File: src/rtl/exec_ctrl.sv
// Execution controller: turns the run switch, step key and PC breakpoint into a
// registered one-cycle CPU clock-enable for the board registers.
module exec_ctrl #(
  parameter int RUN_RATIO       = 50_000_000,
  parameter int DEBOUNCE_CYCLES = 500_000
) (
  input  logic       clk,
  input  logic       n_reset,
  input  logic       run_sw,
  input  logic       step_n,
  input  logic       bp_en,
  input  logic [3:0] bp_addr,
  input  logic [3:0] addr,
  output logic       cpu_en,
  output logic       halted,
  output logic [1:0] state,
  output logic [7:0] instr_count
);

  localparam int PER_W = $clog2(RUN_RATIO);
  localparam int DB_W  = (DEBOUNCE_CYCLES > 1) ? $clog2(DEBOUNCE_CYCLES) : 1;
  localparam logic [PER_W-1:0] PER_LAST = PER_W'(RUN_RATIO - 1);
  localparam logic [DB_W-1:0]  DB_LAST  = DB_W'(DEBOUNCE_CYCLES - 1);

  typedef enum logic [1:0] {
    S_HALT  = 2'd0,
    S_RUN   = 2'd1,
    S_BREAK = 2'd2
  } state_t;

  state_t           st;
  logic             run_p0, run_s;
  logic             step_p0, step_s;
  logic             key_db, key_db_p1;
  logic [DB_W-1:0]  db_cnt;
  logic [PER_W-1:0] per_cnt;
  logic             press;
  logic             bp_hit;

  function automatic logic [PER_W-1:0] next_per(input logic [PER_W-1:0] c);
    return (c == PER_LAST) ? '0 : c + 1'b1;
  endfunction

  function automatic logic [7:0] next_count(input logic [7:0] c);
    return c + 8'd1;
  endfunction

  // Stage 0/1: two-flop synchronisers; the key idles high (released)
  always_ff @(posedge clk or negedge n_reset) begin
    if (!n_reset) begin
      run_p0  <= 1'b0;
      run_s   <= 1'b0;
      step_p0 <= 1'b1;
      step_s  <= 1'b1;
    end else begin
      run_p0  <= run_sw;
      run_s   <= run_p0;
      step_p0 <= step_n;
      step_s  <= step_p0;
    end
  end

  // Stage 2: debounce; a level is accepted only after it differs for DEBOUNCE_CYCLES
  always_ff @(posedge clk or negedge n_reset) begin
    if (!n_reset) begin
      key_db    <= 1'b1;
      key_db_p1 <= 1'b1;
      db_cnt    <= '0;
    end else begin
      key_db_p1 <= key_db;
      if (step_s == key_db) begin
        db_cnt <= '0;
      end else if (db_cnt == DB_LAST) begin
        key_db <= step_s;
        db_cnt <= '0;
      end else begin
        db_cnt <= db_cnt + 1'b1;
      end
    end
  end

  assign press  = key_db_p1 & ~key_db;
  assign bp_hit = bp_en && (addr == bp_addr);

  // Stage 3: control FSM with registered enable pulse and pulse counter
  always_ff @(posedge clk or negedge n_reset) begin
    if (!n_reset) begin
      st          <= S_HALT;
      cpu_en      <= 1'b0;
      per_cnt     <= '0;
      instr_count <= 8'd0;
    end else begin
      cpu_en <= 1'b0;
      if (cpu_en) instr_count <= next_count(instr_count);
      case (st)
        S_HALT: begin
          per_cnt <= '0;
          if (run_s)      st     <= S_RUN;
          else if (press) cpu_en <= 1'b1;
        end
        S_RUN: begin
          if (!run_s) begin
            st      <= S_HALT;
            per_cnt <= '0;
          end else begin
            per_cnt <= next_per(per_cnt);
            // The instruction sitting at the breakpoint is held back, not executed
            if (per_cnt == PER_LAST) begin
              if (bp_hit) st     <= S_BREAK;
              else        cpu_en <= 1'b1;
            end
          end
        end
        S_BREAK: begin
          per_cnt <= '0;
          if (!run_s)     st     <= S_HALT;
          else if (press) cpu_en <= 1'b1;
        end
        default: begin
          st      <= S_HALT;
          per_cnt <= '0;
        end
      endcase
    end
  end

  assign state  = st;
  assign halted = (st != S_RUN);

endmodule

File: config.mk
export PLATFORM = sky130hd
export DESIGN_NAME = exec_ctrl
export DESIGN_NICKNAME = d
export VERILOG_FILES = /design/src/rtl/exec_ctrl.sv
export SDC_FILE = /design/constraint.sdc
export NUM_CORES = 1
export LEC_CHECK = 0
export ABC_AREA = 1
export CAP_MARGIN = 20
export CORE_MARGIN = 2
export CORE_UTILIZATION = 61
export CTS_BUF_LIST = sky130_fd_sc_hd__clkbuf_8
export DETAILED_ROUTE_END_ITERATION = 8
export PLACE_DENSITY_LB_ADDON = 0.25
export SYNTH_ARGS = -nofsm -noshare
export SYNTH_HDL_FRONTEND = slang
export SYNTH_SLANG_ARGS = --single-unit
File: constraint.sdc
create_clock -name clk -period 1.7 [get_ports clk]
set_clock_uncertainty 0.1 [all_clocks]
set_input_delay 0.51 -clock clk [delete_from_list [all_inputs] [get_ports clk]]
set_output_delay 0.51 -clock clk [all_outputs]
set_load 0.02 [all_outputs]
### Yosys cells after proc, flatten, opt, wreduce, memory -nomap -nowiden

Index checks and enable logic that the tools add are counted.

* bits in registers: 62
* input port bits: 13
* output and inout bits: 12
* logic and storage cells: 50

* add/subtract/negate cells: 3
* eq/ne operators: 11
* mux-type cells: 18
* bitwise logic cells: 3
* reduce and logical (&&, ||, !) cells: 4

Operators with widths (number)
* 2-to-1 mux 26 bit: 3
* 2-to-1 mux 19 bit: 2
* adder 26 x 1 -> 26 bit, second input constant: 1
* == test 26 bit, second input constant: 1
* adder 19 x 1 -> 19 bit, second input constant: 1
* == test 19 bit, second input constant: 1
* 2-to-1 mux 2 bit: 5
* adder 8 x 1 -> 8 bit, second input constant: 1
* 2-to-1 mux 1 bit: 6
* != test 3 bit, second input constant: 2
* case mux 2 bit (3 select lines): 1
* == test 4 bit: 1
* != test 2 bit, second input constant: 2
* AND reduction 4 bit: 1
* case mux 1 bit (3 select lines): 1
* == test 2 x 1 -> 1 bit, second input constant: 1
* == test 2 bit, second input constant: 1
* logical NOT 2 bit: 1
* != test 2 x 1 -> 1 bit, second input constant: 1
* inverter 1 bit: 2
* AND reduction 2 bit: 1
* bitwise AND 1 bit: 1
* == test 1 bit: 1
* logical AND 1 bit: 1

### Logic depth before layout (Yosys ltp)

Gate-level depths: netlist of the first run.

* depth in word-level cells: 6
* mapped depth: 10
* depth with buffers taken out: 10

### Worst setup path before layout of the first run

OpenSTA, ideal clock, no wires.

* kind: register to output
* from: reg st[1], in the netlist state[1]
* to: out halted
* data arrival time: 0.923 ns
* data required time: 1.090 ns
* setup slack: 0.167 ns
* stages on the path, launching flop included: 4
* path buffers: 0
* path through: dfrtp_1 inv_1 ha_1 inv_1

* longest elaborated chain between the ends: 1

RTL lines
* start: declaration: RTL line 31 `state_t st;`
* start signal: assignment: RTL line 88 `st <= S_HALT;`
* start signal: assignment: RTL line 98 `if (run_s) st <= S_RUN;`
* start signal: assignment: RTL line 103 `st <= S_HALT;`
* != test 2 x 1 -> 1 bit: RTL line 128 `assign halted = (st != S_RUN);`
* end: declaration: RTL line 15 `output logic halted,`

No other way between the ends.

### Worst setup path in the final report of the first run

* from: reg st[0], in the netlist state[0]
* to: out halted

Same word-level chain as after synthesis.

==> flow_summary.toml, run 1 <==
[status]
status = "finished, violations left"
violations = "negative setup slack"

[timing]
finalSetupViolCount = 4
fmax_mhz = 569
fin_ws_ns = -0.0585
maxSlewViolCount = 0
fin_crit_sh_pct = 103
worst_slew_pin_slew_ns = 0.332
fin_crit_ns = 1.76
hold_violations = 0
rsz0062_at_grt = "true"
slew_headroom_pct = 77.9

[clocking]
postCtsHoldBufs = 0
clockBufferDepth = 2
cts.clk_slew.worst_paths_ns = 0.07
cts_tree = "built"
clock-sinks = 62
clock_latency_ns = 0.36
cts_inserted_buffers = 9
clockRootBuffer = "clkbuf_8"
htreeDepth = 3

[layout]
synthToLayoutAreaGrowth_pct = 27.4
n_antenna_cell = 0
final_nets = 493
multi_input_area_um2 = 1700
seq_area_um2 = 1560
fin_util_pct = 81.9
layout-drive-gt1-share_pct = 25.5
fillerInstances = 285

[die]
core_area_um2 = 5200
die_w_um = 78.1
die_area_um2 = 6100
num_rows = 26
die_h_um = 78.1
start_util_pct = 64.3
ios = 25

[logic_synthesis]
synth.largest_area_cell = "dfrtp_1"
ys_seq_elements = 62
yosysTopAreaCellShare_pct = 43.3
synthTopCellsByArea = "dfrtp_1 (43%), nand2_1 (8.1%), nor2_1 (8.0%)"
synthesis.area_um2 = 3350
synth_commonest_cells = "nand2_1 (72), nor2_1 (71), dfrtp_1 (58)"
synth_flop_cell = "dfrtp_1"
synthArstFlopShare_pct = 100
synthMostInstantiatedCell = "nand2_1"
ys_seq_area_share_pct = 46.5
synth_nets = 425
synth_edf_count = 0
syn_inst = 405
yosysWarnings = 0
post_synth.cell_area_avg_um2 = 8.27
synth_cell_types = 33

[grt]
grt_usage_pct = 26.5
grt_pass1_wl_mm = 12.7
antenna_found_initial = 0
grt_max_degree = 63
grt_pass1_vias = 2962
grt.overflow.total = 0

[setup_path]
critPathCaptureType = "output pin"
r2r_slack_ns = -0.02
r2r-end = "cpu_en$_DFF_PN0_"
rr_startpoint = "per_cnt[0]$_DFF_PN0_"
slowest_delay_ns = 0.44
crit_path_cell_trace = "ha_4 > inv_2 > buf_6"
critPathKind = "register to output pin"
cp_slowest_cell = "dfrtp_1"
path_max_fanout = 2
rr_worst_depth = 10
arrival_ns = 1.15
worstPathRequired_ns = 1.09
critPathLaunchType = "register"

[drt]
num_vias = 3013
wl_met2_mm = 4.26
drt_iter0_markers = 216
routedWlPerCell_um = 15.2
drt-total-wl_mm = 8.31
dr_wl_met3_um = 423
drt.antenna.violating_nets = 0
m1WireLength_mm = 3.44
viasPerCell = 5.50
dr.pass1.iters = 6
drc = 0
top_layer = "met4"

[power]
leakage_nw = 2.02
irDropWorstVdd_mv = 0.779
power_mw = 3.88
p_per_area_nw_per_um2 = 910

[min_path]
hp-class = "input port to async pin"

[placement]
globalplace.congestion = 0.846
dp_hpwl_mm = 5.04
port_buffers = 24

[flow_run]
cap_violations = 0
[flip-flops by register name (all words and copies together), names as in the netlist, 2 cells and up]
register     count
state            2
per_cnt         26
db_cnt          19
instr_count      8
[kinds of logic after synthesis]
| family | Yosys count | share of synthesized area, % |
|---|---|---|
| simple gates | 220 | 32.1 |
| xor+xnor | 20 | 5.23 |
| compound gates | 37 | 6.50 |
| fa+ha+maj | 7 | 2.62 |
| mux | 1 | 0.336 |
| buf+inv | 58 | 6.76 |
| flops | 62 | 46.5 |
[where the power goes]
part           leakage [nW]  internal [mW]  switching (mW)
Clock                0.0996          0.681           0.644
Sequential            0.835           1.55          0.0691
Combinational          1.09          0.401           0.534
[final cells by class]
type                       count  area share (%)
multi-input combinational    285            39.9
sequential                    62            36.5
timing repair buffer          59            11.9
inverter                      56            5.05
clock buffer                   9            2.90
tap                           70            2.05
clock inverter                 7            1.73
[metal layers]
metal	global-route usage [%]	vias to the layer above
met3	4.48	27
met5	0	-
li1	-	1432
met4	13.7	0
met2	44.4	99
met1	33.2	1455
[timing repair]
| item | in CTS | in global routing |
|---|---|---|
| pin swaps | 0 | 13 |
| endpoints found under the hold margin | 0 | 0 |
| gates resized for setup | 23 | 50 |
| setup buffers | 0 | 13 |
| endpoints found under the setup margin | 12 | 32 |
[through the flow]
step	hold slack [ns]	setup TNS [ns]	instance area, um^2	worst slack (ns)	cells
5_1_grt	0.0989	-0.909	4270	-0.105	548
4_1_cts	0.0737	-0.0926	4010	-0.0926	535
3_3_place_gp	0.231	-0.488	3830	-0.149	519
6_report	0.0466	-0.109	4270	-0.0585	548
3_5_place_dp	0.240	-0.709	3830	-0.206	519
2_1_floorplan	0.114	0	3350	0.167	405
[critical path, delay by kind of cell, from the launching register on]
family	cells	cell delay [ns]
flops	1	0.44
fa+ha+maj	1	0.19
buf+inv	2	0.17
[worst max path at each step]
stage | depth (start not counted) | end | slack (ns) | from
3_5_place_dp | 10 | state[1]$_DFFE_PN0P_ | -0.21 | bp_addr[3]
6_report | 3 | halted | -0.06 | state[0]$_DFFE_PN0P_
3_3_place_gp | 3 | halted | -0.15 | state[0]$_DFFE_PN0P_
5_1_grt | 8 | per_cnt[2]$_DFF_PN0_ | -0.10 | per_cnt[0]$_DFF_PN0_
2_1_floorplan | 3 | halted | 0.17 | state[1]$_DFFE_PN0P_
4_1_cts | 4 | halted | -0.09 | state[1]$_DFFE_PN0P_
[layout by cell type, fill, tap and decap left out, types with 6 or more instances in the layout]
cell type,Yosys,layout
nand2_1,72,68
nor2_1,71,66
dfrtp_1,58,57
inv_1,55,51
buf_4,0,31
a21oi_1,17,17
xor2_1,14,14
nand3_1,17,13
nor3_1,14,13
nand4_1,11,11
clkdlybuf4s50_1,0,11
nand2_2,8,10
nor2_4,7,9
clkbuf_8,0,9
o21ai_0,8,8
nand3_2,4,7
o21ai_2,7,6
nor2_2,3,6
xnor2_1,6,6
Power figures use the tool's default switching activity.
==> run 2, diff against run 1 <==
--- a/config.mk
+++ b/config.mk
@@ -11,6 +11,7 @@
 export CORE_UTILIZATION = 61
 export CTS_BUF_LIST = sky130_fd_sc_hd__clkbuf_8
 export DETAILED_ROUTE_END_ITERATION = 8
+export DONT_BUFFER_PORTS = 1
 export PLACE_DENSITY_LB_ADDON = 0.25
 export SYNTH_ARGS = -nofsm -noshare
 export SYNTH_HDL_FRONTEND = slang
==> run 2 against run 1 <==
The run ends with negative hold slack, negative setup slack left. Register-to-register slack got worse by 0.03 ns. Clock power rose by 20%. Via count fell by 3.8%. Wire length fell by 5.6%. Critical path depth rose by 5. Critical endpoint is now per_cnt[5]$_DFF_PN0_.
==> flow_summary.toml, run 2 (synthesis results as in run 1) <==
[timing]
fin_crit_sh_pct = 103
holdWs_ns = -0.248
fin_crit_ns = 1.75
fin_ws_ns = -0.0535
hold_violations = 62
timing.setup.tns_ns = -0.383
finalSetupViolCount = 18
rsz0062_at_grt = "true"
fmax_mhz = 570
maxSlewViolCount = 0
slew_headroom_pct = 78.7
worst_slew_pin_slew_ns = 0.319

[grt]
grt_usage_pct = 25.6
grt.overflow.total = 0
grt_pass1_vias = 2801
antenna_found_initial = 0
grt_max_degree = 63
grt_pass1_wl_mm = 12.3

[layout]
final_common_cell = "nand2_1"
finalNonFillerCells = 516
top_regs = "per_cnt: 26 flops, db_cnt: 19 flops, instr_count: 8 flops"
postLayoutCellArea_um2 = 4020
fillerInstances = 336
layout-drive-gt1-share_pct = 23.3
largest_reg_flops = 26
synthToLayoutAreaGrowth_pct = 20.0
top_register = "per_cnt"
n_antenna_cell = 0
final_nets = 461
layout_common_cells = "nand2_1 (70), nor2_1 (68), dfrtp_1 (57)"

[setup_path]
rr_startpoint = "per_cnt[0]$_DFF_PN0_"
critPathCaptureType = "register"
critPathKind = "register to register"
worstPathRequired_ns = 1.82
endpoint = "per_cnt[5]$_DFF_PN0_"
critPathLaunchType = "register"
r2r_slack_ns = -0.05
rr_worst_depth = 8
r2r-end = "per_cnt[5]$_DFF_PN0_"
path_max_fanout = 15
critical_path.startpoint = "per_cnt[0]$_DFF_PN0_"
arrival_ns = 1.88

[power]
power.share.clock_pct = 40.6
leakage_nw = 1.89
p_sw_mw = 1.10
swShare_pct = 28.1
p_per_area_nw_per_um2 = 976
irDropWorstVdd_mv = 1.12
seqPwrFrac_pct = 42.3
intPower_mw = 2.82
power_mw = 3.92
pwr-share-comb_pct = 17.1

[drt]
viasPerCell = 5.61
drt_iter0_markers = 235
drc = 0
dr.pass1.iters = 5
drt.antenna.violating_nets = 0
drt-total-wl_mm = 7.84
routedWlPerCell_um = 15.2
num_vias = 2897

[die]
die_area_um2 = 6100
num_rows = 26
die_w_um = 78.1
ios = 25
core_area_um2 = 5200
die_h_um = 78.1
start_util_pct = 64.3

[status]
violations = "negative hold slack, negative setup slack"
status = "finished, violations left"

[clocking]
clockBufferDepth = 2
clock-sinks = 62
cts_tree = "built"
cts.clk_slew.worst_paths_ns = 0.07
cts_inserted_buffers = 9
htreeDepth = 3
clockRootBuffer = "clkbuf_8"
clock_latency_ns = 0.35

[placement]
dp_slack_ns = -0.0461
placed_cell_area_um2 = 3520
globalplace.congestion = 0.938
dp_hpwl_mm = 4.85
post-place-cells = 486
port_buffers = 0

[flow_run]
cap_violations = 0

[min_path]
hp-class = "input port to async pin"
==> run 2: power by group through the flow <==
stage	Sequential [mW]	Combinational, mW	Clock [mW]
floorplan	1.72	0.342	0
global placement	1.68	0.522	0
detailed placement	1.68	0.543	0
CTS	1.65	0.595	1.59
global route	1.67	0.737	1.65
finish	1.66	0.670	1.59
==> run 2: layout make-up <==
class / count / area [um^2] / area share [%]
clock buffer: 10 / 138 / 3.43
clock inverter: 6 / 103 / 2.55
inverter: 56 / 215 / 5.36
multi-input combinational: 285 / 1710 / 42.5
sequential: 62 / 1560 / 38.8
tap: 70 / 87.6 / 2.18
timing repair buffer: 27 / 210 / 5.23
==> run 2: routing by layer <==
metal,share of wire (%),global-route usage [%]
met2,49,40.3
met4,1.8,11.4
met3,6.1,5.17
met5,0,0
met1,43,34.7
==> run 2: how the worst min path moves through the flow <==
| stage | endpoint | startpoint | slack [ns] |
|---|---|---|---|
| after detailed placement | per_cnt[13]$_DFF_PN0_ | n_reset | 0.12 |
| after global placement | per_cnt[13]$_DFF_PN0_ | n_reset | 0.12 |
| after floorplan | cpu_en$_DFF_PN0_ | n_reset | 0.11 |
| after global routing | instr_count[5]$_DFFE_PN0P_ | n_reset | -0.25 |
| after CTS | db_cnt[0]$_DFF_PN0_ | n_reset | -0.25 |
| final | instr_count[5]$_DFFE_PN0P_ | n_reset | -0.25 |
==> run 2: worst max-delay path: stages (launching register included) <==
cell	delay, ns
dfrtp_1	0.41
ha_4	0.19
nand3_2	0.08
nor2_1	0.14
nand2_1	0.12
o21ai_4	0.29
inv_6	0.12
o21ai_0	0.11
a21oi_1	0.07
==> run 2: metrics by stage <==
step / hold slack [ns] / utilization [%]
floorplan: 0.114 / -
global placement: 0.117 / 67.6
detailed placement: 0.116 / 67.6
CTS: -0.254 / 72.9
global route: -0.255 / 77.2
finish: -0.248 / 77.2
==> run 2: repair_timing <==
| item | 4_1_cts | 5_1_grt |
|---|---|---|
| hold endpoints to repair | 62 | 62 |
| endpoints found under the setup margin | 21 | 38 |
| setup buffers | 1 | 13 |
| gates resized for setup | 7 | 29 |
| pin swaps | 0 | 14 |
